--- config.mk ---
export PLATFORM = sky130hd
export DESIGN_NAME = chan_rr_sched
export DESIGN_NICKNAME = d
export VERILOG_FILES = /design/src/rtl/chan_sched_pkg.sv /design/src/rtl/rr_pick.sv /design/src/rtl/chan_rr_sched.sv
export SDC_FILE = /design/constraint.sdc
export NUM_CORES = 1
export LEC_CHECK = 0
export CORE_AREA = 2 2 77 79
export DETAILED_ROUTE_END_ITERATION = 6
export DIE_AREA = 0 0 79 81
export PLACE_DENSITY = 0.7
export SYNTH_ARGS = -nofsm -noshare
export SYNTH_HDL_FRONTEND = slang
export SYNTH_HIERARCHICAL = 1
export SYNTH_SLANG_ARGS = --single-unit
--- constraint.sdc ---
create_clock -name clk -period 8.24 [get_ports clk]
set_input_delay 1.648 -clock clk [delete_from_list [all_inputs] [get_ports clk]]
set_output_delay 1.648 -clock clk [all_outputs]
set_load 0.05 [all_outputs]
--- src/rtl/chan_sched_pkg.sv ---
// Shared constants and types for the round-robin channel scheduler.
package chan_sched_pkg;

  localparam int NUM_CH = 6;
  localparam int DW     = 4;
  localparam int SEL_W  = 3;

  typedef enum logic {IDLE, PRESENT} state_t;
  typedef logic [SEL_W-1:0] sel_t;

endpackage

--- src/rtl/rr_pick.sv ---
// Combinational round-robin picker: first set request strictly after ptr, wrapping modulo NUM_CH.
module rr_pick
  import chan_sched_pkg::*;
(
  input  logic [NUM_CH-1:0] req,
  input  sel_t              ptr,
  output logic              found,
  output sel_t              idx
);

  int   j;
  sel_t jj;

  always_comb begin
    found = 1'b0;
    idx   = '0;
    j     = 0;
    jj    = '0;
    for (int k = 1; k <= NUM_CH; k++) begin
      j = int'(ptr) + k;
      if (j >= NUM_CH) j = j - NUM_CH;
      jj = sel_t'(j);
      if (!found && req[jj]) begin
        found = 1'b1;
        idx   = jj;
      end
    end
  end

endmodule

--- src/rtl/chan_rr_sched.sv ---
// Six-channel round-robin scheduler driving a 6:1 data selector with a valid/ready output.
// Optional saturating stall counter enabled by defining CHSCHED_STALL_CNT_EN.
//
// state   | meaning
// IDLE    | nothing presented, arbitrate every cycle
// PRESENT | hold[sel] offered downstream, re-arbitrate on handshake
module chan_rr_sched
  import chan_sched_pkg::*;
(
  input  logic                 clk,
  input  logic                 resetn,
  input  logic [NUM_CH-1:0]    in_valid,
  input  logic [NUM_CH*DW-1:0] in_data,
  output logic [NUM_CH-1:0]    in_ready,
  output logic [DW-1:0]        data0,
  output logic [DW-1:0]        data1,
  output logic [DW-1:0]        data2,
  output logic [DW-1:0]        data3,
  output logic [DW-1:0]        data4,
  output logic [DW-1:0]        data5,
  output logic [SEL_W-1:0]     sel,
  output logic                 out_valid,
  input  logic                 out_ready
`ifdef CHSCHED_STALL_CNT_EN
  ,
  output logic [15:0]          stall_cnt
`endif
);

  logic [NUM_CH-1:0] full;
  logic [DW-1:0]     hold [NUM_CH];
  state_t            state;
  sel_t              ptr;

  logic              handshake;
  logic [NUM_CH-1:0] consume_mask;
  logic [NUM_CH-1:0] cand;
  logic              found;
  sel_t              pick;

  assign in_ready     = ~full;
  assign handshake    = out_valid && out_ready;
  assign consume_mask = handshake ? ({{(NUM_CH-1){1'b0}}, 1'b1} << sel) : '0;
  // Registered full bits only, so a word loaded this cycle competes from the next cycle on.
  assign cand         = full & ~consume_mask;

  assign data0 = hold[0];
  assign data1 = hold[1];
  assign data2 = hold[2];
  assign data3 = hold[3];
  assign data4 = hold[4];
  assign data5 = hold[5];

  rr_pick u_pick (
    .req   (cand),
    .ptr   (ptr),
    .found (found),
    .idx   (pick)
  );

  always_ff @(posedge clk) begin
    if (!resetn) begin
      full <= '0;
      for (int i = 0; i < NUM_CH; i++) hold[i] <= '0;
    end else begin
      for (int i = 0; i < NUM_CH; i++) begin
        if (in_valid[i] && !full[i]) hold[i] <= in_data[i*DW +: DW];
      end
      full <= (full & ~consume_mask) | (in_valid & ~full);
    end
  end

  always_ff @(posedge clk) begin
    if (!resetn) begin
      state     <= IDLE;
      out_valid <= 1'b0;
      sel       <= '0;
      ptr       <= sel_t'(NUM_CH - 1);
    end else if (state == IDLE || handshake) begin
      if (found) begin
        state     <= PRESENT;
        out_valid <= 1'b1;
        sel       <= pick;
        ptr       <= pick;
      end else begin
        state     <= IDLE;
        out_valid <= 1'b0;
      end
    end
  end

`ifdef CHSCHED_STALL_CNT_EN
  always_ff @(posedge clk) begin
    if (!resetn) begin
      stall_cnt <= '0;
    end else if (out_valid && !out_ready && stall_cnt != 16'hFFFF) begin
      stall_cnt <= stall_cnt + 16'd1;
    end
  end
`endif

endmodule

# --- Word level (Yosys, flattened, before mapping) ---
# Memories as Yosys holds them, arrays and structs flattened.
# Cells that the tools add are included.
# Widths: inputs -> output; s select.
word_totals:
  word_cells: 124
  ramBits: 24
  reg_bits: 13
  n_memories: 1
op_classes:
  magnitude_cmp: 12
  shifts: 1
  n_mux: 57
  n_bitwise: 12
  reduce_logical: 25
  addsub: 12
mem_list:
  columns: ["name", "depth", "word_bits", "rd", "rd_clocked_by_memory_dff", "write_ports", "line", "text"]
  rows:
  - ["hold", 6, 4, 6, 0, 6, "chan_rr_sched.sv:31", "logic [DW-1:0] hold [NUM_CH];"]
ops:
  columns: ["operator", "count"]
  rows:
  - ["$mux 3", 12]
  - ["$mux 1", 32]
  - ["$ge 4x3->1 const B", 6]
  - ["$lt 3x4->1 const B", 6]
  - ["$mux 4", 6]
  - ["$bmux 1 s3", 6]
  - ["$sub 3x2->3 const B", 6]
  - ["$add 3x3->4 const B", 3]
  - ["$and 6x6->6", 2]
  - ["$logic_and 1x1->1", 12]
  - ["$not 6->6", 2]
  - ["$logic_not 1->1", 11]
  - ["$add 3x2->4 const B", 2]
  - ["$mux 6", 1]
  - ["$or 1x1->1", 6]
  - ["$or 6x6->6", 1]
  - ["$shl 1x3->6 const A", 1]
  - ["$add 3x1->4 const B", 1]
  - ["$reduce_and 2->1", 1]
  - ["$logic_or 1x1->1", 1]
  - ["$not 1->1", 1]

# --- Longest topological paths before layout ---
# Gate-level depths: netlist of the first run.
depth:
  ltp_word: 23
  ltp_mapped: 15
  depth_no_buf: 13

# --- Hierarchy ---
# Netlist of the first run, hierarchy kept.
modules_own_cells:
  columns: ["module", "area_per_inst_um2", "instances", "seq_area_each_um2", "cells_each"]
  rows:
  - ["chan_rr_sched", 1487.7, 1, 960.9, 131]
  - ["rr_pick", 950.9, 1, 0.0, 130]

# --- Worst setup path before layout of the first run ---
# OpenSTA, ideal clock, no wires.
synth_timing:
  kind: "input -> register"
  startpoint: "input port out_ready"
  endpoint: "register sel[2]"
  path_stages: 12
  setup_time_ns: 0.070
  arrival_ns: 4.076
  n_path_buf: 0
  slack_ns: 4.094
  cell_sequence: "and4b_1 nor2b_1 nor2_1 mux2i_1 nor2_1 a221oi_2 nand2b_2 or3_4 or4_1 a31oi_1 nand3_1 a21oi_1"
synth_via:
  word_cells_on_any_way: 40
  classes_between: "mux (25); bitwise (2); reduce/logical (13)"
synth_lines:
  columns: ["item", "line", "text"]
  rows:
  - ["start, declared", "chan_rr_sched.sv:23", "input logic out_ready"]
  - ["$logic_and 1x1->1 *", "chan_rr_sched.sv:42", "assign handshake = out_valid && out_ready;"]
  - ["$mux 6 *", "chan_rr_sched.sv:43", "assign consume_mask = handshake ? ({{(NUM_CH-1){1'b0}}, 1'b1} << sel) : '0;"]
  - ["$not 6->6 *", "chan_rr_sched.sv:45", "assign cand = full & ~consume_mask;"]
  - ["$and 6x6->6 *", "chan_rr_sched.sv:45", null]
  - ["net cand[2]", "chan_rr_sched.sv:37", "logic [NUM_CH-1:0] cand;"]
  - ["$bmux 1 s3", "rr_pick.sv:23", "if (!found && req[jj]) begin"]
  - ["$mux 1 (not written as such)", "rr_pick.sv:23", null]
  - ["$mux 1", "rr_pick.sv:23", null]
  - ["[... 8 more ...]", null, null]
  - ["$mux 1", "rr_pick.sv:23", null]
  - ["$logic_not 1->1", "rr_pick.sv:23", null]
  - ["$logic_and 1x1->1", "rr_pick.sv:23", null]
  - ["$mux 1", "rr_pick.sv:23", null]
  - ["$logic_not 1->1", "rr_pick.sv:23", null]
  - ["$logic_and 1x1->1", "rr_pick.sv:23", null]
  - ["$mux 3 *", "rr_pick.sv:23", null]
  - ["net pick[2]", "chan_rr_sched.sv:39", "sel_t pick;"]
  - ["end signal, assigned", "chan_rr_sched.sv:83", "sel <= pick;"]
  - ["end, declared", "chan_rr_sched.sv:21", "output logic [SEL_W-1:0] sel,"]
# The timed path passes the listed nets; every way through them passes the cells marked *. The select of a mux whose other input is x is not followed.
# A chain may end at the register's enable or synchronous reset.

# --- Final worst setup path of the first run ---
# Ends and elaborated chain as after synthesis.

==> out/results.tsv, run 1 <==
metric	value	unit
power.density_cell_area	318	nW/um2
timing_worst_setup_path_type	in2reg	
period_needed	4.71	ns
cts_max_path_buffers	2	
postCtsResizedCells	0	
synthFlopType	sky130_fd_sc_hd__edfxtp_1	
std_cell_rows	28	
drc	0	
num_antenna_cells	0	
setup.worst_path.start	out_ready	
vias_per_cell	5.27	
mean_post_synth_cell_area	9.34	um2
hold-path-cell-count	1	
layout-area-overhead-vs-synth	33.5	%
grt_use_total	19.1	%
relSlewSlack	48.8	%
post_synth_inst_count	261	
r2r_end	sel[2]$_SDFFE_PN0P_	
vdd.ir_drop.worst	0.173	mV
die_width	79	um
placeableCoreArea	5680	um2
min_delay_worst_endpoint	full[1]$_SDFF_PN0_	
die_area	6400	um2
routed_wirelength	5.97	mm
worst-r2r-cell-count	11	
clock_latency	0.28	ns
critical_path.endpoint_type	register	
ys.warnings.count	6	
worstPathArrival	4.92	ns
grt_pass1_wl	9.67	mm
place.detailed.hpwl	4.63	mm
worst-path-max-fanout	7	
synth.distinct_cells	58	
cts_hold_buf	0	
finClkSkew	0.00444	ns
dp.cells	394	
placement.io_buffers	66	
final-max-slew-violation-count	0	
grt_start_max_net_pins	22	
outcome	complete, no violations	
share_of_cells_above_drive_strength_1	7.95	%
route.vias.total	2120	
synth-async-reset-ratio	0	%
setup.reg_to_reg.worst_slack	4.40	ns
postCtsSetupBuffers	0	
max_cap_viol_count	0	
drt_first_pass_iters	4	
floorplan.initialDensity	43.0	%
die_y	81	um
synthesis.nets	305	
fin_ws	3.53	ns
finalSetupViolations	0	
cts_root_buffer	sky130_fd_sc_hd__clkbuf_8	
timing.rr.start	sel[1]$_SDFFE_PN0P_	
yosysSeqAreaShare	39.4	%
rsz0062_at_grt	no	
max_slew.worst_pin.slew	0.749	ns
required_time_reported_for_the_critical_path_endpoint	8.45	ns
fin_tns_setup	0	ns
leftover_overflow_at_the_end_of_global_routing	0	
vias_in_the_first_global_route	1942	
finalCritPeriodShare	57.2	%
worstHoldStart	full[1]$_SDFF_PN0_	
wire_per_inst	14.8	um
cts.reportedPaths.clkPinSlew	0.07	ns
synth_enable_flop_cells	24	
cts_num_sinks	36	
top_level_ports	67	
clock.fmax	0.212	GHz
ant_nets_after_route	0	
layout.cells.non_filler	402	
gpl.final_weighted_congestion	0.902	
fin_total_pwr	1.03	mW
static-leakage-power	1.27	nW
place_ws	3.31	ns
hold_path.class	reg2reg	
detailedRoute.firstIterationViolations	71	
startpoint_type	input port	
clock_buffers_created_by_tritoncts	5	
synth.cell_area	2440	um2
grt_antenna_before_repair	0	
cts_tree	built	
cts.htree.levels	2	
num-nets-final	370	
ys_ff_latch	36	
final_util	57.3	%
finalHoldViolCount	0	
==> placed cells by master (no fill, tap or decap), types with 2 or more instances in the layout <==
cell type,synthesis,final
sky130_fd_sc_hd__nand2b_1,5,5
sky130_fd_sc_hd__ha_1,11,11
sky130_fd_sc_hd__and4b_1,2,2
sky130_fd_sc_hd__nor2b_1,3,3
sky130_fd_sc_hd__a21oi_1,18,18
sky130_fd_sc_hd__inv_2,2,2
sky130_fd_sc_hd__nor3_2,6,6
sky130_fd_sc_hd__clkbuf_8,0,5
sky130_fd_sc_hd__clkdlybuf4s50_1,0,66
sky130_fd_sc_hd__o21a_1,2,2
sky130_fd_sc_hd__nor2_1,19,19
sky130_fd_sc_hd__a31oi_1,4,4
sky130_fd_sc_hd__or4_1,2,2
sky130_fd_sc_hd__o211ai_1,2,2
sky130_fd_sc_hd__o22ai_1,3,3
sky130_fd_sc_hd__edfxtp_1,24,24
sky130_fd_sc_hd__nand3_1,10,10
sky130_fd_sc_hd__and3b_1,2,2
sky130_fd_sc_hd__mux2i_1,5,5
sky130_fd_sc_hd__a211oi_1,2,2
sky130_fd_sc_hd__inv_1,16,16
sky130_fd_sc_hd__nand2_1,8,8
sky130_fd_sc_hd__xnor2_1,3,3
sky130_fd_sc_hd__xnor2_2,2,2
sky130_fd_sc_hd__and2_1,25,25
sky130_fd_sc_hd__nor3_1,10,10
sky130_fd_sc_hd__or3_1,2,2
sky130_fd_sc_hd__o21ai_0,24,24
sky130_fd_sc_hd__a32oi_1,2,2
sky130_fd_sc_hd__dfxtp_1,12,12
sky130_fd_sc_hd__xor2_1,2,2
==> Yosys cell counts (4+ instances only) <==
cell | n | share of area, %
sky130_fd_sc_hd__and2_1 | 25 | 6.4
sky130_fd_sc_hd__edfxtp_1 | 24 | 30
sky130_fd_sc_hd__o21ai_0 | 24 | 4.9
sky130_fd_sc_hd__nor2_1 | 19 | 2.9
sky130_fd_sc_hd__a21oi_1 | 18 | 3.7
sky130_fd_sc_hd__inv_1 | 16 | 2.5
sky130_fd_sc_hd__dfxtp_1 | 12 | 9.9
sky130_fd_sc_hd__ha_1 | 11 | 5.6
sky130_fd_sc_hd__nand3_1 | 10 | 2.1
sky130_fd_sc_hd__nor3_1 | 10 | 2.1
sky130_fd_sc_hd__nand2_1 | 8 | 1.2
sky130_fd_sc_hd__nor3_2 | 6 | 2.5
sky130_fd_sc_hd__mux2i_1 | 5 | 2.1
sky130_fd_sc_hd__nand2b_1 | 5 | 1.3
sky130_fd_sc_hd__a31oi_1 | 4 | 1.0
sky130_fd_sc_hd__buf_2 | 4 | 0.82
==> metrics by stage <==
step	instance area [um2]	hold WS, ns
after global placement	3150	0.474
after detailed placement	3150	0.491
final	3250	0.501
after CTS	3250	0.503
after floorplan	2440	0.462
after global routing	3250	0.539
==> how the worst max path moves through the flow <==
stage | to | depth (start not counted)
after floorplan | sel[2]$_SDFFE_PN0P_ | 12
after global placement | sel[2]$_SDFFE_PN0P_ | 13
after detailed placement | sel[2]$_SDFFE_PN0P_ | 13
after CTS | sel[2]$_SDFFE_PN0P_ | 13
after global routing | sel[2]$_SDFFE_PN0P_ | 13
final | sel[2]$_SDFFE_PN0P_ | 13
==> report_power, final <==
part | switching [mW] | internal [mW]
combinational | 0.381 | 0.253
clock | 0.0594 | 0.0898
sequential | 0.0327 | 0.218
total | 0.474 | 0.561
==> registers in the layout, summed over array words and instances, names as in the netlist <==
register / count
hold: 24
sel: 3
state: 1
full: 6
ptr: 2
==> worst max-delay path: stages <==
cell and delay [ns]:
sky130_fd_sc_hd__clkdlybuf4s50_1 0.53, sky130_fd_sc_hd__and4b_1 0.25, sky130_fd_sc_hd__nor2b_1 0.18, sky130_fd_sc_hd__nor2_1 0.10, sky130_fd_sc_hd__mux2i_1 0.27, sky130_fd_sc_hd__nor2_1 0.13
sky130_fd_sc_hd__a221oi_2 0.32, sky130_fd_sc_hd__nand2b_2 0.16, sky130_fd_sc_hd__or3_4 0.41, sky130_fd_sc_hd__or4_1 0.51, sky130_fd_sc_hd__a31oi_1 0.17, sky130_fd_sc_hd__nand3_1 0.11
sky130_fd_sc_hd__a21oi_1 0.13
==> area by class of cell <==
cell class              count  area [um2]
fillers                   528        2420
clock buffers               6        72.6
flip-flops and latches     36         961
multi-input cells         198        1360
repair buffers             67         668
well taps                  75        93.8
inverters                  18        67.6
clock inverters             2        35.0
==> per-layer routing <==
metal / share of wire, % / global-route usage, % / vias up
met3: 6.2 / 2.33 / 4
met2: 47 / 33.1 / 74
met4: 0.89 / 5.52 / 0
met5: 0 / 0 / -
met1: 46 / 25.0 / 967
li1: - / - / 1075
==> logic make-up after synthesis <==
kind of cell | synth area share, %
buf+inv | 4.98
mux | 5.39
fa+ha+maj | 5.64
flops | 39.4
compound gates | 16.7
simple gates | 24.8
xor+xnor | 3.13
(Power assumes the default switching activity.)
==> run 2: changes to the inputs <==
--- a/config.mk
+++ b/config.mk
@@ -5,10 +5,10 @@
 export SDC_FILE = /design/constraint.sdc
 export NUM_CORES = 1
 export LEC_CHECK = 0
-export CORE_AREA = 2 2 77 79
+export CORE_AREA = 2 2 78 80
 export DETAILED_ROUTE_END_ITERATION = 6
-export DIE_AREA = 0 0 79 81
-export PLACE_DENSITY = 0.7
+export DIE_AREA = 0 0 80 82
+export PLACE_DENSITY = 0.71
 export SYNTH_ARGS = -nofsm -noshare
 export SYNTH_HDL_FRONTEND = slang
 export SYNTH_HIERARCHICAL = 1
==> constraint.sdc (replaced) <==
create_clock -name clk -period 3.8 [get_ports clk]
set_input_delay 0.76 -clock clk [delete_from_list [all_inputs] [get_ports clk]]
set_output_delay 0.76 -clock clk [all_outputs]
set_load 0.05 [all_outputs]
==> out/results.tsv, run 2 (synthesis gave the netlist of run 1 again) <==
metric	value	unit
clock_latency	0.29	ns
vias_in_the_first_global_route	1984	
timing_worst_setup_path_type	in2reg	
die_width	80	um
finClkSkew	0.00395	ns
clock.fmax	0.276	GHz
r2r_end	sel[2]$_SDFFE_PN0P_	
final-max-slew-violation-count	0	
cts_num_sinks	36	
rsz0062_at_grt	no	
leftover_overflow_at_the_end_of_global_routing	0	
vias_per_cell	5.29	
finalCritPeriodShare	95.3	%
largest_register	hold	
required_time_reported_for_the_critical_path_endpoint	4.02	ns
drc	0	
detailedRoute.firstIterationViolations	109	
cts.htree.levels	2	
route.vias.total	2236	
largest_register_ffs	24	
worst-r2r-cell-count	13	
min_delay_worst_endpoint	full[2]$_SDFF_PN0_	
hold-path-cell-count	1	
num_antenna_cells	0	
fin_total_pwr	2.33	mW
period_needed	3.62	ns
startpoint_type	input port	
placement.io_buffers	66	
layout.cells.non_filler	423	
cts_root_buffer	sky130_fd_sc_hd__clkbuf_8	
grt_use_total	18.3	%
top_regs	hold: 24 flops, full: 6 flops, sel: 3 flops	
layout-area-overhead-vs-synth	38.8	%
cts_tree	built	
setup.reg_to_reg.worst_slack	0.61	ns
static-leakage-power	1.36	nW
critical_path.endpoint_type	register	
worstHoldStart	full[2]$_SDFF_PN0_	
grt_start_max_net_pins	19	
cts_max_path_buffers	2	
dp.cells	413	
grt_antenna_before_repair	0	
vdd.ir_drop.worst	0.394	mV
routed_wirelength	5.96	mm
num-nets-final	391	
finalSetupViolations	0	
ant_nets_after_route	0	
cts.reportedPaths.clkPinSlew	0.07	ns
hold_path.class	reg2reg	
die_area	6560	um2
worst-path-max-fanout	5	
power.density_cell_area	690	nW/um2
place_ws	-0.0592	ns
max_cap_viol_count	0	
wire_per_inst	14.1	um
finalHoldViolCount	0	
layout_common_cells	66 x sky130_fd_sc_hd__clkdlybuf4s50_1, 25 x sky130_fd_sc_hd__and2_1, 24 x sky130_fd_sc_hd__o21ai_0, 24 x sky130_fd_sc_hd__edfxtp_1, 22 x sky130_fd_sc_hd__buf_4	
die_y	82	um
gpl.final_weighted_congestion	0.903	
postCtsResizedCells	0	
outcome	complete, no violations	
top_level_ports	67	
relSlewSlack	45.7	%
most_common_cell_after_layout_fill_and_taps_aside	sky130_fd_sc_hd__clkdlybuf4s50_1	
max_slew.worst_pin.slew	0.794	ns
clock_buffers_created_by_tritoncts	5	
placeableCoreArea	5750	um2
place.detailed.hpwl	4.66	mm
fin_ws	0.179	ns
drt_first_pass_iters	4	
worstPathArrival	3.84	ns
share_of_cells_above_drive_strength_1	12.9	%
timing.rr.start	sel[1]$_SDFFE_PN0P_	
grt_pass1_wl	9.19	mm
std_cell_rows	28	
floorplan.initialDensity	42.4	%
[run 2: cell count changes in the layout (fill, tap and decap cells not counted), sizes merged]
cell    change
buf        +21
clkbuf      +1
bufinv      -1
[run 2: worst max path at each step]
stage	start	to	slack [ns]	depth (start not counted)
after floorplan	sel[1]$_SDFFE_PN0P_	sel[2]$_SDFFE_PN0P_	0.44	12
after global placement	out_ready	sel[2]$_SDFFE_PN0P_	0.05	13
after detailed placement	out_ready	sel[2]$_SDFFE_PN0P_	-0.06	13
after CTS	out_ready	sel[2]$_SDFFE_PN0P_	0.22	13
after global routing	out_ready	sel[2]$_SDFFE_PN0P_	0.005	13
final	out_ready	sel[2]$_SDFFE_PN0P_	0.18	13
[run 2: repair_timing]
item / CTS / global route
buffers inserted: 0 / 2
endpoints found under the hold margin: 0 / 0
setup endpoints to repair: 0 / 1
hold buffers: 0 / 0
[run 2: layer usage]
| metal | share of wire, % | global-route usage, % |
|---|---|---|
| met1 | 43 | 21.1 |
| met2 | 47 | 32.3 |
| met3 | 6.6 | 3.41 |
| met4 | 2.8 | 9.15 |
| met5 | 0 | 0 |
[run 2: where the power goes]
| part | switching [mW] | total [mW] | internal [mW] |
|---|---|---|---|
| Combinational | 0.891 | 1.57 | 0.677 |
| Clock | 0.124 | 0.252 | 0.127 |
| Sequential | 0.0420 | 0.515 | 0.473 |
[run 2: metrics by stage]
stage | instance area, um2 | hold WS [ns] | util (%) | TNS [ns]
after floorplan | 2440 | 0.462 | - | 0
after global placement | 3290 | 0.477 | 57.3 | 0
after detailed placement | 3290 | 0.487 | 57.3 | -0.0958
after CTS | 3370 | 0.501 | 58.6 | 0
after global routing | 3380 | 0.534 | 58.9 | 0
final | 3380 | 0.497 | 58.9 | 0
[run 2: worst max-delay path: stages]
cell and delay [ns]:
sky130_fd_sc_hd__clkdlybuf4s50_1 0.53, sky130_fd_sc_hd__nand3b_1 0.11, sky130_fd_sc_hd__nor3_1 0.20, sky130_fd_sc_hd__nor2_1 0.14
sky130_fd_sc_hd__mux2i_4 0.19, sky130_fd_sc_hd__a2111oi_0 0.19, sky130_fd_sc_hd__a221oi_2 0.29, sky130_fd_sc_hd__nand2b_2 0.09
sky130_fd_sc_hd__or3_4 0.38, sky130_fd_sc_hd__or4_1 0.52, sky130_fd_sc_hd__a31oi_1 0.19, sky130_fd_sc_hd__nand3_1 0.11
sky130_fd_sc_hd__a21oi_1 0.13
[run 2: cell type report]
type / instances / area, um2
fill: 507 / 2360
multi-input combinational: 198 / 1360
sequential: 36 / 961
timing repair buffer: 88 / 826
tap: 75 / 93.8
clock buffer: 7 / 76.3
inverter: 18 / 67.6
clock inverter: 1 / 3.75
